**src/rtl/pattern_bank.sv**
```systemverilog
// pattern_bank: banked field storage (buffers x fields) with a single core
// read/write port and a streaming bulk loader that fills one whole buffer.
module pattern_bank #(
  parameter int d_width      = 8,
  parameter int bufp_width   = 3,
  parameter int fieldp_width = 5
) (
  input  logic                               clk,
  input  logic                               reset,
  input  logic [bufp_width+fieldp_width-1:0] buf_fieldp,
  input  logic [bufp_width+fieldp_width-1:0] buf_fieldwp,
  input  logic                               field_write_en,
  input  logic [d_width-1:0]                 field_in,
  output logic [d_width-1:0]                 field_out,
  input  logic                               load_start,
  input  logic [bufp_width-1:0]              load_buf,
  input  logic                               load_valid,
  input  logic [d_width-1:0]                 load_data,
  output logic                               load_ready,
  output logic                               load_busy,
  output logic                               load_done,
  output logic                               buf_locked
);

  localparam int AW    = bufp_width + fieldp_width;
  localparam int DEPTH = 1 << AW;

  localparam logic [1:0] S_IDLE = 2'd0;
  localparam logic [1:0] S_LOAD = 2'd1;
  localparam logic [1:0] S_DONE = 2'd2;

  logic [1:0]              state_q,  state_d;
  logic [bufp_width-1:0]   target_q, target_d;
  logic [fieldp_width-1:0] cnt_q,    cnt_d;

  logic [d_width-1:0] mem_q [DEPTH];

  logic               beat;
  logic               wr_en;
  logic [AW-1:0]      wr_addr;
  logic [d_width-1:0] wr_data;

  // Loader FSM next-state: capture target on start, count accepted beats.
  always_comb begin
    state_d    = state_q;
    target_d   = target_q;
    cnt_d      = cnt_q;
    load_ready = 1'b0;
    beat       = 1'b0;
    case (state_q)
      S_IDLE: begin
        if (load_start) begin
          target_d = load_buf;
          cnt_d    = '0;
          state_d  = S_LOAD;
        end
      end
      S_LOAD: begin
        // Core writes own the single write port; the loader backs off.
        load_ready = ~field_write_en;
        beat       = load_valid & ~field_write_en;
        if (beat) begin
          cnt_d = cnt_q + fieldp_width'(1);
          if (cnt_q == {fieldp_width{1'b1}}) state_d = S_DONE;
        end
      end
      S_DONE:  state_d = S_IDLE;
      default: state_d = S_IDLE;
    endcase
  end

  // Single write port mux; reset suppresses every write in its cycle.
  always_comb begin
    wr_en   = ~reset & (field_write_en | beat);
    wr_addr = field_write_en ? buf_fieldwp : {target_q, cnt_q};
    wr_data = field_write_en ? field_in : load_data;
  end

  // Status outputs decoded from the current state.
  always_comb begin
    load_busy  = (state_q == S_LOAD);
    load_done  = (state_q == S_DONE);
    buf_locked = load_busy && (buf_fieldp[AW-1:fieldp_width] == target_q);
    field_out  = mem_q[buf_fieldp];
  end

  // Control state registers with synchronous reset.
  always_ff @(posedge clk) begin
    if (reset) begin
      state_q  <= S_IDLE;
      target_q <= '0;
      cnt_q    <= '0;
    end else begin
      state_q  <= state_d;
      target_q <= target_d;
      cnt_q    <= cnt_d;
    end
  end

  // Storage array; deliberately not reset so contents survive a reset.
  always_ff @(posedge clk) begin
    if (wr_en) mem_q[wr_addr] <= wr_data;
  end

endmodule

```
**config.mk**
```make
export PLATFORM = sky130hd
export DESIGN_NAME = pattern_bank
export DESIGN_NICKNAME = d
export VERILOG_FILES = /design/src/rtl/pattern_bank.sv
export SDC_FILE = /design/constraint.sdc
export NUM_CORES = 2
export LEC_CHECK = 0
export CAP_MARGIN = 30
export CORE_UTILIZATION = 40
export CTS_BUF_LIST = sky130_fd_sc_hd__clkbuf_16
export CTS_CLUSTER_SIZE = 28
export DETAILED_ROUTE_END_ITERATION = 10
export PLACE_DENSITY_LB_ADDON = 0.25
export SYNTH_ARGS = -nofsm -noshare
export SYNTH_HDL_FRONTEND = slang
export SYNTH_SLANG_ARGS = --single-unit
```
**constraint.sdc**
```tcl
create_clock -name clk -period 6 [get_ports clk]
set_input_delay 1.2 -clock clk [delete_from_list [all_inputs] [get_ports clk]]
set_output_delay 1.2 -clock clk [all_outputs]
set_load 0.05 [all_outputs]
```
# Yosys cells after proc, flatten, opt, wreduce, memory -nomap -nowiden
# Memory sizes are Yosys's and may differ from the RTL's.
# Index checks and enable logic that the tools add are counted.
# Widths: inputs -> output; s select.
[totals]
reg_bits = 10
ramBits = 2048
input_bits = 40
output_inout_bits = 12
word_cells = 36
memories = 1
[memory_table]
columns = ["memory", "depth", "width", "rd", "rd_clocked_by_memory_dff", "write_ports", "line_no", "text"]
rows = [
  ["mem_q", 256, 8, 1, 0, 1, "36", "logic [d_width-1:0] mem_q [DEPTH];"],
]
[classes]
addsub = 1
n_eq_ne = 7
mux = 13
n_bitwise = 5
n_reduce_logical = 6
[ops]
columns = ["operator", "n"]
rows = [
  ["$mux 8", 2],
  ["$mux 5", 2],
  ["$pmux 5 s2", 1],
  ["$mux 2", 3],
  ["$reduce_and 3->1", 2],
  ["$add 5x1->5 const B", 1],
  ["$eq 5x5->1 const B", 1],
  ["$mux 1", 4],
  ["$ne 2x1->1 const B", 2],
  ["$pmux 2 s2", 1],
  ["$eq 3x3->1", 1],
  ["$and 1x1->1", 2],
  ["$eq 2x1->1 const B", 1],
  ["$eq 2x2->1 const B", 1],
  ["$logic_not 2->1", 1],
  ["$ne 2x2->1 const B", 1],
  ["$not 1->1", 2],
  ["$reduce_and 2->1", 1],
  ["$reduce_bool 2->1", 1],
  ["$logic_and 1x1->1", 1],
  ["$or 1x1->1", 1],
]

# Longest topological paths before layout
[logic_depth]
word_depth = 7
ltp_mapped = 11
depth_no_buf = 7

# Worst setup path after synthesis
# OpenSTA, ideal clock, no wires.
[synth_path]
path_type = "input-to-output"
start = "in buf_fieldp[0]"
end = "out field_out[5]"
t_arrival_ps = 4067
required_ps = 4800
setup_slack_ps = 733
cell_stages = 11
path_buffers = 5
path_cell_list = "buf_6 buf_12 buf_12 buf_12 and2_1 buf_6 a221oi_1 o21ai_0 a31oi_1 nor4_1 nor4_1"
[synth_between]
elab_chain_len = 1
[synth_rtl]
columns = ["element", "line_no", "text"]
rows = [
  ["from (decl)", "10", "input logic [bufp_width+fieldp_width-1:0] buf_fieldp,"],
  ["$mem_v2 256x8", "-", ""],
  ["to (decl)", "14", "output logic [d_width-1:0] field_out,"],
]
# Every way passes these cells.

# Final worst setup path
[layout_path]
start = "in buf_fieldp[0]"
end = "out field_out[3]"
# Same word-level chain as after synthesis.

==> results_dict.tcl <==
set metrics [dict create \
    io_buffer_count 51 \
    ioPinCount 52 \
    drt_iter0_drc 4342 \
    finalCriticalPeriod_ns 5.85 \
    synthArstFlopShare_pct 0 \
    routedWlPerCell_um 29.6 \
    hp-class "reg -> reg" \
    synth_top_area_share_pct 76.6 \
    core_area_sq_um 200000 \
    powerDensity_nw_per_um2 329 \
    cts_setup_buffers 0 \
    cts_root_buf "clkbuf_16" \
    die_w_um 450 \
    synthTopCellsByArea "edfxtp_1 77%, mux4_2 11%, mux2i_1 2.5%" \
    worst_pin_slew_ns 1.09 \
    reg2reg_slack_ns 2.11 \
    clk-insertion-delay-late_ns 0.87 \
    drv_slew 0 \
    syn_nets 3980 \
    total_power_mw 30.5 \
    synth-edff-count 2048 \
    synth_top_area_cell "edfxtp_1" \
    antenna_found_initial 5 \
    grt_pass1_vias 41000 \
    grt-ovfl-total 0 \
    drv_cap 0 \
    vias 40800 \
    rr_startpoint "cnt_q[4]$_SDFFE_PP0P_" \
    crit_type "in -> out" \
    seqCellArea_sq_um 61700 \
    multi_input_comb_area_sq_um 17200 \
    ys_warn_count 0 \
    final-setup-viol-count 0 \
    avgSynthCellArea_sq_um 20.4 \
    hold_viol 0 \
    pwr-share-clk_pct 41.6 \
    drtAntennaViolNets 0 \
    power.internal_mw 23.7 \
    rsz0062_at_grt "false" \
    grt_pass1_wl_mm 302 \
    final_nets 4343 \
    r2r_cells 4 \
    swShare_pct 22.3 \
    outcome "complete, no violations" \
    die_h_um 450 \
    fin_skew_ns 0.0615 \
    synth_flop_cell "edfxtp_1" \
    ys_seq_area_share_pct 76.9 \
    syn_area_sq_um 80300 \
    maxSlewHeadroom_pct 27.5 \
    pwr-share-comb_pct 6.1 \
    leakage_nw 29.4 \
    start_kind "primary input" \
    n_fill_cell 16500 \
    drc 0 \
    grtUsageTotal_pct 20.7 \
    initial_core_util_pct 40.2 \
    num_rows 164 \
    cts_tree "yes" \
    r2r-end "mem_q[240][0]$_DFFE_PP_" \
    via_per_inst 5.71 \
    dr.pass1.iters 5 \
    peakVddDrop_v 0.000279 \
    grt_use_met1_pct 28.7 \
    cp_max_fo 24 \
    busiest_layer "met2" \
    post_cts_resize_count 0 \
    met2_usage_pct 33.8 \
    required_ns 4.80 \
    drive_gt1_share_pct 24.1 \
    clk_pin_slew_ns 0.05 \
    ys_ff_latch 2058 \
    utilization_pct 46.4 \
    hold_depth 2 \
    cp.arrival_ns 4.65 \
    cts_buffers 210 \
    drt-total-wl_mm 211 \
    cts.sinks 2058 \
    stdcell_count 7134 \
    end_kind "primary output" \
    hpwlAfterDp_mm 134 \
    fmax_mhz 171 \
    hold_end "cnt_q[1]$_SDFFE_PP0P_" \
    ys_types 61 \
    die-area_sq_um 202000 \
    placed_cells 6743 \
    hp-start "cnt_q[1]$_SDFFE_PP0P_" \
    gp_congestion 0.850 \
    period_share_pct 97.4 \
    cts-hold-fix-buffers 0 \
    sequentialPowerShare_pct 52.3 \
    grt_max_degree 129 \
    syn_inst 3938 \
    area_delta_synth_final_pct 15.5 \
    power_switching_mw 6.80 \
    clock_path_buffers 3 \
    htree_levels 4 \
    use_met3_pct 3.50 \
]
[routing by layer]
| layer | routed length [um] | share of wire, % |
|---|---|---|
| met1 | 88800 | 42 |
| met2 | 103000 | 49 |
| met3 | 13500 | 6.4 |
| met4 | 5520 | 2.6 |
| met5 | 0 | 0 |
[power by group through the flow]
stage                     clock network, mW  registers, mW  logic, mW
final                                  12.7           15.9       1.87
after global routing                   13.4           15.9       1.96
after CTS                              12.8           15.9       1.88
after detailed placement                  0           16.2       1.88
after global placement                    0           16.2       1.85
after floorplan                           0           16.3      0.981
[cell families (layout without fill, tap and decap cells)]
group | Yosys count | in the layout | share of synthesized area (%)
other | 0 | 3 | 0
buffers and inverters | 257 | 794 | 1.94
muxes | 620 | 620 | 14.1
xor gates and xnor gates | 5 | 5 | 0.0546
and+or+nand+nor | 518 | 518 | 2.90
adders and majority gates | 2 | 2 | 0.0312
DFF | 2058 | 2058 | 76.9
AOI/OAI and AO/OA | 478 | 478 | 4.14
[worst max-delay path, cell delays in order]
cell and delay [ns]:
buf_8 0.31, buf_12 0.28, buf_4 0.22, mux4_2 0.55, a22o_1 0.25, a221oi_1 0.64, o22ai_1 0.18, nor3_1 0.41
nor4_1 0.14, buf_2 0.19, buf_12 0.15
[layout by cell type (no fill, tap or decap), types with 11 or more instances in the layout]
cell type / count
nor4_1: 27
clkdlybuf4s50_1: 35
nor3_1: 30
bufinv_16: 16
inv_1: 70
and2_1: 13
clkinv_1: 55
o22ai_1: 57
nand2_1: 58
nand2b_1: 19
o32ai_1: 12
a31oi_1: 22
o21ai_0: 20
mux2i_1: 202
a211oi_1: 29
buf_12: 56
mux4_2: 405
a21oi_1: 101
clkbuf_16: 211
nand3_1: 19
o221ai_1: 43
buf_2: 11
edfxtp_1: 2048
a221oi_1: 14
nor2_1: 296
clkinv_2: 30
buf_4: 284
a22oi_1: 133
[synth_stat cells, drive strengths merged, types with 11 or more instances]
master  count
a211oi     29
a21oi     101
a221oi     14
a22oi     133
a31oi      22
and2       14
buf       143
clkbuf     95
edfxtp   2048
inv        19
mux2       13
mux2i     202
mux4      405
nand2      59
nand2b     21
nand3      19
nor2      301
nor2b      11
nor3       32
nor4       29
o21ai      20
o221ai     43
o22ai      57
o32ai      18
[sequential cells by signal (all words and copies together), names as in the netlist]
signal    count
state_q       2
target_q      3
cnt_q         5
mem_q      2048
[worst max path at each step]
stage                               to     startpoint  cells past startpoint
after global placement    field_out[0]  buf_fieldp[0]                     13
after floorplan           field_out[5]  buf_fieldp[0]                     11
after CTS                 field_out[3]  buf_fieldp[0]                     12
after global routing      field_out[3]  buf_fieldp[0]                     12
after detailed placement  field_out[3]  buf_fieldp[0]                     12
final                     field_out[3]  buf_fieldp[0]                     11
[per-stage QoR]
stage | instance area (sq um) | hold WS [ns] | setup TNS, ns | setup WS [ns]
finish | 92700 | 0.543 | 0 | 0.155
global route | 92700 | 0.582 | 0 | 0.0112
CTS | 92700 | 0.541 | 0 | 0.149
detailed placement | 86000 | 0.535 | 0 | 0.156
global placement | 85900 | 0.521 | -0.292 | -0.281
floorplan | 80300 | 0.474 | 0 | 0.733
[layout make-up]
cell class | instances | share of cell area, %
Clock buffer | 211 | 5.69
Tap cell | 2656 | 3.58
Multi-Input combinational cell | 1623 | 18.6
Antenna cell | 3 | 0.00810
Clock inverter | 175 | 1.55
Sequential cell | 2058 | 66.5
Timing Repair Buffer | 389 | 3.99
Inverter | 19 | 0.0769
Note: power is estimated with default switching activity, not from simulation.
